==> src/rtl/fwd_scoreboard.sv <==
// ID-stage operand forwarding and hazard unit: picks each source operand from the youngest
// in-flight producer, the long-latency writeback bypass or the register file, and tracks multi-cycle busy registers.
module fwd_scoreboard #(
    parameter  int NUM_SRC = 2,
    parameter  int NUM_FWD = 2,
    parameter  int XLEN    = 64,
    parameter  int NREG    = 32,
    parameter  int CNT_W   = 32,
    localparam int RW      = $clog2(NREG)
) (
    input  logic                    clk,
    input  logic                    reset,
    input  logic [NUM_FWD-1:0]      fwd_valid,
    input  logic [NUM_FWD*RW-1:0]   fwd_dst,
    input  logic [NUM_FWD-1:0]      fwd_ready,
    input  logic [NUM_FWD*XLEN-1:0] fwd_data,
    input  logic [NUM_SRC*RW-1:0]   src_idx,
    input  logic [NUM_SRC-1:0]      src_used,
    input  logic [NUM_SRC*XLEN-1:0] src_rf,
    output logic [NUM_SRC*XLEN-1:0] src_out,
    input  logic                    issue_valid,
    input  logic [RW-1:0]           issue_dst,
    input  logic                    issue_long,
    input  logic                    wb_valid,
    input  logic [RW-1:0]           wb_dst,
    input  logic [XLEN-1:0]         wb_data,
    input  logic                    flush,
    output logic                    stall,
    output logic [NREG-1:0]         busy_vec,
    output logic [CNT_W-1:0]        stall_cnt
);

    logic [NREG-1:0] busy_q;
    logic [NREG-1:0] busy_next;
    logic            src_stall;
    logic            waw_hazard;

    // Stages are scanned oldest to youngest so the youngest match overwrites older ones;
    // a not-ready youngest match is a load-use hazard even if an older stage could supply data.
    always_comb begin : operand_select
        logic [RW-1:0]   idx;
        logic [XLEN-1:0] sel;
        logic            load_use;
        logic            busy_hit;
        idx       = '0;
        sel       = '0;
        load_use  = 1'b0;
        busy_hit  = 1'b0;
        src_out   = '0;
        src_stall = 1'b0;
        for (int i = 0; i < NUM_SRC; i++) begin
            idx      = src_idx[i*RW +: RW];
            sel      = src_rf[i*XLEN +: XLEN];
            load_use = 1'b0;
            if (wb_valid && wb_dst == idx && wb_dst != '0) begin
                sel = wb_data;
            end
            for (int k = NUM_FWD - 1; k >= 0; k--) begin
                if (fwd_valid[k] && fwd_dst[k*RW +: RW] != '0 && fwd_dst[k*RW +: RW] == idx) begin
                    sel      = fwd_data[k*XLEN +: XLEN];
                    load_use = !fwd_ready[k];
                end
            end
            if (idx == '0) begin
                sel      = '0;
                load_use = 1'b0;
            end
            busy_hit = busy_q[idx] && !(wb_valid && wb_dst == idx);
            src_out[i*XLEN +: XLEN] = sel;
            if (src_used[i] && (load_use || busy_hit)) begin
                src_stall = 1'b1;
            end
        end
    end

    assign waw_hazard = issue_valid && issue_dst != '0 && busy_q[issue_dst] &&
                        !(wb_valid && wb_dst == issue_dst);
    assign stall      = src_stall || waw_hazard;
    assign busy_vec   = busy_q;

    // Clear on writeback first so a same-cycle re-issue to that register keeps it busy.
    always_comb begin
        busy_next = busy_q;
        if (wb_valid) begin
            busy_next[wb_dst] = 1'b0;
        end
        if (issue_valid && issue_long && issue_dst != '0 && !stall) begin
            busy_next[issue_dst] = 1'b1;
        end
        busy_next[0] = 1'b0;
    end

    always_ff @(posedge clk) begin
        if (!reset) begin
            busy_q    <= '0;
            stall_cnt <= '0;
        end else begin
            if (flush) begin
                busy_q <= '0;
            end else begin
                busy_q <= busy_next;
            end
            if (stall && stall_cnt != '1) begin
                stall_cnt <= stall_cnt + CNT_W'(1);
            end
        end
    end

endmodule

==> config.mk <==
export PLATFORM = sky130hd
export DESIGN_NAME = fwd_scoreboard
export DESIGN_NICKNAME = d
export VERILOG_FILES = /design/src/rtl/fwd_scoreboard.sv
export SDC_FILE = /design/constraint.sdc
export NUM_CORES = 1
export LEC_CHECK = 0
export BUFFER_PORTS_ARGS = -buffer_cell sky130_fd_sc_hd__clkbuf_2
export CAP_MARGIN = 0
export CORE_AREA = 2 2 214 216
export DETAILED_ROUTE_END_ITERATION = 8
export DIE_AREA = 0 0 216 218
export SYNTH_ARGS = -nofsm -noshare
export SYNTH_HDL_FRONTEND = slang
export SYNTH_SLANG_ARGS = --single-unit
==> constraint.sdc <==
create_clock -name clk -period 3.2 [get_ports clk]
set_input_delay 0 -clock clk [delete_from_list [all_inputs] [get_ports clk]]
set_output_delay 0 -clock clk [all_outputs]
set_load 0.03 [all_outputs]
# Yosys cells after proc, flatten, opt, wreduce, memory -nomap -nowiden
# Cells that the tools add are included.
[totals]
regBits = 64
inputBits = 362
output_inout_bits = 193
wordCells = 90
[classes]
n_addsub = 1
order_cmp = 6
n_eq_ne = 8
n_mux = 28
bitwise_logic = 4
n_reduce_logical = 40
[ops]
columns = ["cell", "n"]
rows = [
  ["$mux 64", 8],
  ["$mux 32", 2],
  ["$eq 5x5->1", 7],
  ["$add 32x1->32 const B", 1],
  ["$and 32x32->32", 1],
  ["$ne 32x32->1 const B", 1],
  ["$not 32->32", 1],
  ["$or 32x32->32", 1],
  ["$logic_and 1x1->1", 24],
  ["$lt 5x6->1 const B", 4],
  ["$reduce_bool 5->1", 4],
  ["$bmux 1 s5", 3],
  ["$mux 1", 13],
  ["$demux 1 s5", 2],
  ["$ge 5x1->1 const B", 2],
  ["$logic_not 5->1", 2],
  ["$logic_not 1->1", 6],
  ["$logic_or 1x1->1", 3],
  ["$reduce_or 2->1", 1],
  ["$not 1->1", 1],
]

# Logic depth before layout (Yosys ltp)
# Gate-level depths: netlist of the first run.
[depth]
depth_word = 14
ltp_mapped = 11
ltp_nobuf = 9

# Least setup slack after synthesis of the first run
# Ideal clock, no wire load.
[synth_path]
path_type = "register to register"
start = "reg busy_q[3] (netlist: busy_vec[3])"
end = "reg busy_q[2] (netlist: busy_vec[2])"
setup_time_ns = 0.088
arrival_ns = 2.877
required_time_ns = 3.112
path_slack_ns = 0.235
stages_incl_launch_ff = 10
path_buffers = 0
period_less_slack_ns = 2.965
path_cell_list = "dfxtp_1 -> mux2_1 -> a2111oi_0 -> nor4_1 -> a21o_1 -> a221o_1 -> a2111oi_4 -> and3_2 -> nand2_2 -> o32ai_2"
[synth_via]
elab_chain_len = 11
word_cells_on_any_way = 20
classes_between = "mux: 9; reduce/logical: 11"
[synth_rtl]
columns = ["element", "line", "source"]
rows = [
  ["from (decl)", "33", "logic [NREG-1:0] busy_q;"],
  ["from (signal assigned)", "101", "busy_q <= busy_next;"],
  ["$bmux 1 s5", "68", "busy_hit = busy_q[idx] && !(wb_valid && wb_dst == idx);"],
  ["$mux 1 (implied by the code)", "68", ""],
  ["$logic_and 1x1->1", "68", ""],
  ["$logic_or 1x1->1", "70", "if (src_used[i] && (load_use || busy_hit)) begin"],
  ["$logic_and 1x1->1", "70", ""],
  ["$mux 1 (2 in a row)", "70", ""],
  ["$logic_or 1x1->1 (*)", "78", "assign stall = src_stall || waw_hazard;"],
  ["$logic_not 1->1 (*)", "87", "if (issue_valid && issue_long && issue_dst != '0 && !stall) begin"],
  ["$logic_and 1x1->1 (*)", "87", ""],
  ["$mux 32 (*)", "87", ""],
]
# Mark *: on every way between the ends. The rest lies on a longest branch, timed or not. The select of a mux whose other input is x is not followed.
# A chain may end at the register's enable or synchronous reset.

# Final worst setup path of the first run
[layout_path]
start = "reg busy_q[21] (netlist: busy_vec[21])"
end = "reg busy_q[1] (netlist: busy_vec[1])"
# Same word-level chain as after synthesis.

==> qor.yml, run 1 <==
status: "complete, no violations"
ioPinCount: 555
viasPerCell: 5.04
cp_slowest_cell: "mux4_2"
clock-sinks: 63
dpl.hpwl_um: 43400
vias: 11800
final_area_um2: 12300
hold_buffers: 0
grt_max_degree: 129
fin_hold_ws_ns: 0.0848
synth_area_leader_cell: "mux2i_1"
coreArea_um2: 44900
netlist_area_um2: 8480
pwr-share-comb_pct: 43.8
crit_path_end: "busy_vec[1]$_SDFF_PP0_"
die_h_um: 218
track_usage_pct: 20.8
antenna_found_initial: 36
syn2layout_area_growth_pct: 45.4
crit_type: "reg2reg"
worstPathArrival_ns: 3.26
postRouteAntennaNets: 0
path_cells: "buf_4 -> mux4_2 -> mux2_2 -> a22oi_1 -> and4b_1 -> a2111oi_4 -> and3_2 -> nand3b_2 -> o22ai_1"
port_buffers: 553
r2r-end: "busy_vec[1]$_SDFF_PP0_"
cts_buffers: 9
drv_cap: 0
initial_core_util_pct: 18.9
synth.most_common_cell: "nor2_1"
hold_path_class: "in2reg"
period_share_pct: 94.2
die_x_um: 216
rows: 78
finalHoldViolCount: 0
ys.flop_type: "dfxtp_1"
dieArea_um2: 47100
clk_pin_slew_ns: 0.06
worstPathMaxFanout: 8
synth_compound_area_share_pct: 26.5
synth-simple-area-share_pct: 24.9
drc_errors: 0
clock_path_buffers: 2
gp_congestion: 1.00
max_stage_delay_ns: 0.46
grt_overflow: 0
total_power_mw: 3.27
synth_nets: 1588
pwr-share-clk_pct: 31.8
ys_top_cells_by_area: "mux2i_1 18%, dfxtp_1 15%, nor2_1 12%"
routed_wirelength_um: 52500
setup.worst_path.start: "busy_vec[21]$_SDFF_PP0_"
fmax_mhz: 332
slew_violations: 0
switching_power_mw: 1.29
seq_power_share_pct: 24.4
htreeDepth: 3
synthesis.instances: 1225
start_kind: "flop"
worstPathRequired_ns: 3.44
wl_per_cell_um: 22.5
worst_ir_drop_vdd_mv: 0.250
synth_top_family_by_area: "compound AO/OA/AOI/OAI gates"
cts_setup_buffers: 0
p_int_mw: 1.99
reg2reg_from: "busy_vec[21]$_SDFF_PP0_"
p_sw_share_pct: 39.3
fin_setup_tns_ns: 0
yosysWarningCount: 0
grt_pass1_wl_um: 74000
grt_pass1_vias: 10900
ctsRootBufferMaster: "clkbuf_16"
setup_viol: 0
muxShareOfSynthArea_pct: 23.4
end_kind: "flop"
synth_top_area_share_pct: 17.7
synth_commonest_cells: "276 x nor2_1, 150 x mux2i_1, 135 x a21oi_1"
firstDrtPassIters: 5
dpl_cell_area_um2: 12000
drive_gt1_share_pct: 38.1
cts_tree: "done"
nets: 2079
slew_headroom_pct: 40.4
tightestPinTransition_ns: 0.894
powerDensity_nw_per_um2: 265
finalCriticalPeriod_ns: 3.02
synthAdderAreaFrac_pct: 0.147
synth_seq_cells: 63
synth-edff-count: 0
synth-xor-area-share_pct: 4.23
worstSkewPairLatency_ns: 0.33
synth-seq-area-share_pct: 14.9
ys_types: 57
avgSynthCellArea_um2: 6.93
first_iter_violations: 1079
skew_ns: 0.0110
rsz0062_at_grt: "false"
r2r_slack_ns: 0.18
p_leak_nw: 5.43
reg2reg_depth: 9
async_flop_share_pct: 0
-- registers in the layout, summed over array words and instances, names as in the netlist --
name / flops
busy_vec: 31
stall_cnt: 32
-- worst min path at each step --
stage | startpoint | endpoint | slack, ns | cells after the start
after global placement | fwd_data[0] | src_out[0] | 0.41 | 4
after floorplan | reset | stall_cnt[12]$_SDFFE_PN0P_ | 0.16 | 2
after detailed placement | fwd_data[0] | src_out[0] | 0.42 | 4
after global routing | reset | stall_cnt[0]$_SDFFE_PN0P_ | 0.11 | 4
after CTS | reset | stall_cnt[26]$_SDFFE_PN0P_ | 0.08 | 4
final | reset | stall_cnt[1]$_SDFFE_PN0P_ | 0.08 | 4
-- what timing repair did --
item,in CTS,in global routing
setup endpoints to repair,0,3
hold endpoints to repair,0,0
resized for setup,0,1
-- stage by stage --
stage / std cells / utilization, % / worst slack, ns
after floorplan: 1225 / - / 0.235
after global placement: 2305 / 26.7 / 0.187
after detailed placement: 2305 / 26.7 / 0.159
after CTS: 2321 / 27.4 / 0.134
after global routing: 2330 / 27.5 / 0.0386
final: 2336 / 27.5 / 0.184
-- cell families after synthesis --
kind of cell,after synthesis
flops,63
fa+ha+maj,1
other cells,1
simple gates,466
buf+inv,126
xor+xnor,41
compound gates,350
mux,177
-- worst max-delay path: cells and delay by family, from the launching register on --
family          cells  cell delay (ns)
flops               1             0.31
compound gates      3             0.89
buf+inv             1             0.14
mux                 2             0.74
simple gates        3             0.84
-- layout by cell type (no fill, tap or decap), drive strengths merged, types with 4 or more instances in the layout --
cell type / Yosys / routed
a2111oi: 4 / 4
a211oi: 129 / 129
a21oi: 136 / 136
and3: 12 / 12
buf: 28 / 47
clkbuf: 92 / 563
dfxtp: 63 / 63
diode: 0 / 15
inv: 6 / 6
mux2: 11 / 11
mux2i: 150 / 150
mux4: 16 / 16
nand2: 48 / 48
nand2b: 22 / 22
nand3: 28 / 28
nand3b: 13 / 13
nand4: 12 / 12
nor2: 276 / 276
nor2b: 7 / 7
nor3: 12 / 12
nor4: 9 / 9
o211ai: 28 / 28
o21ai: 32 / 32
o31ai: 9 / 9
or3: 8 / 8
or4: 5 / 5
xnor2: 19 / 19
xor2: 22 / 22
-- final cells by class --
type	count	area, µm²
multi-input combinational	1036	6770
inverter	6	22.5
clock buffer	10	229
antenna	15	37.5
clock inverter	6	85.1
fill	5046	32600
tap	600	751
sequential	63	1260
timing repair buffer	600	3180
-- layer usage --
layer,vias to the layer above,routed length [µm],part of all wire [%],global-route usage (%)
li1,5499,-,-,-
met4,24,1290,2.5,5.66
met3,89,6330,12,8.03
met2,608,23000,44,32.0
met5,-,139,0.26,0
met1,5563,21800,41,27.1
-- power by group through the flow --
stage / clock (mW) / sequential, mW / combinational (mW)
4_1_cts: 1.05 / 0.797 / 1.43
3_5_place_dp: 0 / 0.814 / 1.43
3_3_place_gp: 0 / 0.814 / 1.41
2_1_floorplan: 0 / 0.822 / 0.810
6_report: 1.04 / 0.797 / 1.43
5_1_grt: 1.08 / 0.798 / 1.53
Power figures use the tool's default switching activity.
==> run 2: changes to the inputs <==
- CORE_AREA: 2 2 214 216 -> 2 2 217 219
- DIE_AREA: 0 0 216 218 -> 0 0 219 221
- clock period: 3.2 -> 3.85 ns (I/O delays scaled with it)
==> qor.yml, run 2 (synthesis gave the netlist of run 1 again) <==
dpl.hpwl_um: 41700  # was 43400 µm
fill_cells: 5205  # was 5046
status: "complete, no violations"  # unchanged
hold_buffers: 0  # unchanged
drive_gt1_share_pct: 37.1  # was 38.1%
final_cell_mix: "553 x clkbuf_2, 272 x nor2_1, 150 x mux2i_1"  # unchanged
port_buffers: 553  # unchanged
reg2reg_depth: 10  # was 9
fmax_mhz: 313  # was 332 MHz
end_kind: "flop"  # unchanged
multiInputGateArea_um2: 6770  # about the same
total_power_mw: 2.67  # was 3.27 mW
r2r_slack_ns: 0.65  # was 0.18 ns
cts_resized: 0  # unchanged
first_iter_violations: 984  # was 1079
drv_cap: 0  # unchanged
coreArea_um2: 46100  # was 44900 µm²
setup_viol: 0  # unchanged
routed_wirelength_um: 51300  # was 52500 µm
worstPathMaxFanout: 10  # was 8
routed.top_layer: "met5"  # unchanged
crit_path_end: "busy_vec[10]$_SDFF_PP0_"  # was busy_vec[1]$_SDFF_PP0_
htreeDepth: 3  # unchanged
die_x_um: 219  # was 216 µm
cp_slowest_cell: "a2111oi_0"  # was mux4_2
worstPathRequired_ns: 4.09  # was 3.44 ns
tightestPinTransition_ns: 1.12  # was 0.894 ns
hold_path_class: "in2reg"  # unchanged
final_area_um2: 12100  # was 12300 µm²
slew_violations: 0  # unchanged
track_usage_pct: 20.1  # was 20.8%
dpl_cell_area_um2: 11800  # was 12000 µm²
postRouteAntennaNets: 0  # unchanged
cts_tree: "done"  # unchanged
wl_per_cell_um: 22.2  # was 22.5 µm
largest_reg_flops: 32  # unchanged
p_leak_nw: 5.30  # was 5.43 nW
clk_pin_slew_ns: 0.06  # about the same
path_cells: "mux2_1 -> a2111oi_0 -> nor4_1 -> a21o_1 -> a221o_1 -> a2111oi_4 -> buf_4 -> and3_2 -> nand2_2 -> o31ai_1"  # was buf_4 -> mux4_2 -> mux2_2 -> a22oi_1 -> and4b_1 -> a2111oi_4 -> and3_2 -> nand3b_2 -> o22ai_1
cts_buffers: 9  # unchanged
clock-sinks: 63  # unchanged
nets: 2053  # was 2079
regArea_um2: 1260  # unchanged
grt_pass1_wl_um: 73100  # was 74000 µm
wl_met2_um: 23000  # about the same
worstPathArrival_ns: 3.44  # was 3.26 ns
finalCriticalPeriod_ns: 3.20  # was 3.02 ns
start_kind: "flop"  # unchanged
grt_overflow: 0  # unchanged
worstHoldStart: "reset"  # unchanged
met1_length_um: 21700  # was 21800 µm
skew_ns: 0.00740  # was 0.0110 ns
dieArea_um2: 48400  # was 47100 µm²
antenna_found_initial: 33  # was 36
r2r-end: "busy_vec[10]$_SDFF_PP0_"  # was busy_vec[1]$_SDFF_PP0_
crit_type: "reg2reg"  # unchanged
ctsRootBufferMaster: "clkbuf_16"  # unchanged
regMostFlops: "stall_cnt"  # unchanged
firstDrtPassIters: 5  # unchanged
max_stage_delay_ns: 0.43  # was 0.46 ns
gp_congestion: 0.933  # was 1.00
grt_pass1_vias: 10900  # about the same
cts_setup_buffers: 0  # unchanged
syn2layout_area_growth_pct: 43.0  # was 45.4%
powerDensity_nw_per_um2: 220  # was 265 nW/µm²
worstSkewPairLatency_ns: 0.33  # about the same
worst_ir_drop_vdd_mv: 0.261  # was 0.250 mV
period_share_pct: 83.0  # was 94.2%
finalHoldViolCount: 0  # unchanged
vias: 11700  # was 11800
drc_errors: 0  # unchanged
viasPerCell: 5.04  # about the same
fin_setup_tns_ns: 0  # unchanged
initial_core_util_pct: 18.4  # was 18.9%
setup.worst_path.start: "busy_vec[3]$_SDFF_PP0_"  # was busy_vec[21]$_SDFF_PP0_
die_h_um: 221  # was 218 µm
grt_max_degree: 129  # unchanged
slew_headroom_pct: 25.4  # was 40.4%
rows: 79  # was 78
rsz0062_at_grt: "false"  # unchanged
clock_path_buffers: 2  # unchanged
ioPinCount: 555  # unchanged
wl_met3_um: 4960  # was 6330 µm
layout_commonest_cell: "clkbuf_2"  # unchanged
reg2reg_from: "busy_vec[3]$_SDFF_PP0_"  # was busy_vec[21]$_SDFF_PP0_
-- run 2: cell count changes in the layout (fill, tap and decap cells not counted), sizes merged --
cell	previous run	this run
bufinv	2	1
diode	15	12
inv	6	7
clkinv	2	0
buf	47	21
clkbuf	563	564
-- run 2: how the worst min path moves through the flow --
stage,endpoint,cells past startpoint,slack [ns]
2_1_floorplan,stall_cnt[12]$_SDFFE_PN0P_,2,0.16
5_1_grt,busy_vec[2]$_SDFF_PP0_,3,0.18
6_report,stall_cnt[4]$_SDFFE_PN0P_,3,0.17
4_1_cts,busy_vec[1]$_SDFF_PP0_,3,0.16
3_5_place_dp,src_out[107],4,0.42
3_3_place_gp,src_out[93],4,0.41
-- run 2: through the flow --
step	instances	hold slack, ns	util [%]	worst slack (ns)
6_report	2313	0.165	26.3	0.653
5_1_grt	2312	0.181	26.3	0.428
4_1_cts	2301	0.158	26.3	0.694
3_5_place_dp	2286	0.420	25.6	0.646
3_3_place_gp	2286	0.412	25.6	0.714
2_1_floorplan	1225	0.156	-	0.885
-- run 2: area by class of cell --
type                       instances  area share [%]
clock inverter                     4           0.443
timing repair buffer             574            24.6
antenna                           12           0.247
inverter                           6           0.186
multi-input combinational       1036            55.8
sequential                        63            10.4
clock buffer                      11            2.08
tap                              607            6.26
-- run 2: routing by layer --
layer | up-vias | global-route usage, %
met2 | 636 | 30.8
met4 | 20 | 7.69
met3 | 85 | 6.19
li1 | 5438 | -
met5 | - | 0
met1 | 5484 | 26.1
-- run 2: report_power, final --
group | internal [mW] | switching [mW] | total, mW
combinational | 0.419 | 0.758 | 1.18
sequential | 0.657 | 0.00596 | 0.663
clock | 0.534 | 0.292 | 0.827
total | 1.61 | 1.06 | 2.67
-- run 2: worst max-delay path: cells and delay by family (launching register included) --
family                 cells  cell delay [ns]
flip-flops                 1             0.34
AND/OR/NAND/NOR            3             0.57
multiplexers               1             0.30
AO/OA/AOI/OAI              5             1.65
buffers and inverters      1             0.25
==> run 3: changes to the inputs <==
- clock period: 3.85 -> 2.79 ns (I/O delays scaled with it)
==> qor.yml, run 3 (synthesis gave the netlist of run 1 again) <==
status: "finished with violations"  # was complete, no violations
violations: "setup timing"
cts_buffers: 9  # unchanged
layout_commonest_cell: "clkbuf_2"  # unchanged
fmax_mhz: 346  # was 313 MHz
period_share_pct: 104  # was 83.0%
worstPathArrival_ns: 3.13  # was 3.44 ns
setup_viol: 40  # was 0
r2r_slack_ns: -0.10  # was 0.65 ns
routed_wirelength_um: 55100  # was 51300 µm
grt_pass1_vias: 11600  # was 10900
placed_cells: 2383  # was 2286
cp_slowest_cell: "a2111oi_4"  # was a2111oi_0
grt_pass1_wl_um: 77200  # was 73100 µm
end_kind: "flop"  # unchanged
postRouteAntennaNets: 0  # unchanged
regArea_um2: 1280  # was 1260 µm²
pwr-share-comb_pct: 47.6  # was 44.2%
multiInputGateArea_um2: 7110  # was 6770 µm²
dieArea_um2: 48400  # unchanged
crit_type: "reg2reg"  # unchanged
nets: 2165  # was 2053
rows: 79  # unchanged
p_int_mw: 2.23  # was 1.61 mW
drc_errors: 0  # unchanged
p_sw_share_pct: 40.7  # was 39.6%
ctsRootBufferMaster: "clkbuf_16"  # unchanged
fin_hold_ws_ns: 0.155  # was 0.165 ns
grt_max_degree: 129  # unchanged
cts_tree: "done"  # unchanged
die_h_um: 221  # unchanged
path_cells: "mux2_4 -> a2111oi_4 -> nor4_1 -> a21o_1 -> a221o_1 -> a2111oi_4 -> buf_6 -> and3_4 -> nand2_8 -> o31ai_2"  # was mux2_1 -> a2111oi_0 -> nor4_1 -> a21o_1 -> a221o_1 -> a2111oi_4 -> buf_4 -> and3_2 -> nand2_2 -> o31ai_1
syn2layout_area_growth_pct: 58.8  # was 43.0%
tightestPinTransition_ns: 0.839  # was 1.12 ns
slew_headroom_pct: 44.0  # was 25.4%
htreeDepth: 3  # unchanged
first_iter_violations: 906  # was 984
slew_violations: 0  # unchanged
start_kind: "flop"  # unchanged
worst_ir_drop_vdd_mv: 0.254  # was 0.261 mV
final_area_um2: 13500  # was 12100 µm²
finalCriticalPeriod_ns: 2.89  # was 3.20 ns
finish.utilization_pct: 29.2  # was 26.3%
worstPathRequired_ns: 3.03  # was 4.09 ns
cp_common_cell: "a2111oi_4"
pwr-share-clk_pct: 28.0  # was 31.0%
clock-sinks: 63  # unchanged
post-place-ws_ns: -0.387  # was 0.646 ns
port_buffers: 553  # unchanged
grt_overflow: 0  # unchanged
seq_power_share_pct: 24.4  # was 24.8%
initial_core_util_pct: 18.4  # unchanged
hold_path_class: "in2reg"  # unchanged
drive_gt1_share_pct: 44.5  # was 37.1%
max_stage_delay_ns: 0.38  # was 0.43 ns
clock_path_buffers: 2  # unchanged
rsz0062_at_grt: "true"  # was false
vias: 12200  # was 11700
firstDrtPassIters: 5  # unchanged
die_x_um: 219  # unchanged
largest_reg_flops: 32  # unchanged
switching_power_mw: 1.53  # was 1.06 mW
p_leak_nw: 6.02  # was 5.30 nW
coreArea_um2: 46100  # unchanged
antenna_found_initial: 38  # was 33
setup_slack_ns: -0.102  # was 0.653 ns
worstSkewPairLatency_ns: 0.33  # about the same
clk_pin_slew_ns: 0.06  # about the same
viasPerCell: 5.02  # was 5.04
skew_ns: 0.00680  # was 0.00740 ns
fill_cells: 5068  # was 5205
dpl.hpwl_um: 44100  # was 41700 µm
powerDensity_nw_per_um2: 279  # was 220 nW/µm²
worstPathMaxFanout: 8  # was 10
ioPinCount: 555  # unchanged
finalHoldViolCount: 0  # unchanged
wl_per_cell_um: 22.6  # was 22.2 µm
regMostFlops: "stall_cnt"  # unchanged
track_usage_pct: 21.3  # was 20.1%
instances_no_fill: 2435  # was 2313
final_cell_mix: "551 x clkbuf_2, 269 x nor2_1, 146 x mux2i_1"  # was 553 x clkbuf_2, 272 x nor2_1, 150 x mux2i_1
drv_cap: 0  # unchanged
gp_congestion: 0.958  # was 0.933
dpl_cell_area_um2: 12600  # was 11800 µm²
-- run 3: layout make-up --
type,count,area share [%]
clock inverter,3,0.130
antenna,21,0.390
clock buffer,13,1.93
timing repair buffer,686,29.5
inverter,6,0.167
tap,607,5.64
multi-input combinational,1036,52.8
sequential,63,9.47
-- run 3: layer usage --
| metal | GRT usage, % | share of wire [%] |
|---|---|---|
| met5 | 0 | 0.13 |
| met4 | 8.94 | 3.6 |
| met3 | 5.46 | 9.1 |
| met2 | 32.7 | 45 |
| met1 | 28.1 | 43 |
-- run 3: final timing paths --
path	start	depth (start not counted)	endpoint
worst max register to register	busy_vec[1]$_SDFF_PP0_	10	busy_vec[18]$_SDFF_PP0_
worst min register to register	stall_cnt[21]$_SDFFE_PN0P_	2	stall_cnt[21]$_SDFFE_PN0P_
worst min-delay path	reset	3	stall_cnt[0]$_SDFFE_PN0P_
worst max-delay path	busy_vec[1]$_SDFF_PP0_	10	busy_vec[18]$_SDFF_PP0_
-- run 3: stage by stage --
step                setup TNS (ns)  power [mW]
CTS                          -1.00        3.72
floorplan                  -0.0158        1.87
global route                 -6.31        3.94
global placement            -13.32        2.62
detailed placement          -17.42        2.63
finish                       -1.90        3.76
-- run 3: critical path, delay by kind of cell, from the launching register on --
| family | cells | cell delay (ns) |
|---|---|---|
| multiplexers | 1 | 0.28 |
| AO/OA/AOI/OAI | 5 | 1.50 |
| AND/OR/NAND/NOR | 3 | 0.51 |
| buffers and inverters | 1 | 0.18 |
| flip-flops | 1 | 0.32 |
-- run 3: power groups by stage --
| stage | clock network (mW) | registers, mW | logic (mW) |
|---|---|---|---|
| after floorplan | 0 | 0.943 | 0.931 |
| after global placement | 0 | 0.933 | 1.69 |
| after detailed placement | 0 | 0.934 | 1.70 |
| after CTS | 1.07 | 0.915 | 1.73 |
| after global routing | 1.12 | 0.916 | 1.91 |
| final | 1.05 | 0.915 | 1.79 |
-- run 3: repair_timing --
action / 4_1_cts / 5_1_grt
resized for setup: 32 / 61
hold buffers: 0 / 0
setup endpoints to repair: 85 / 105
setup buffers: 2 / 10
pin swaps: 40 / 29
gates cloned: 1 / 2
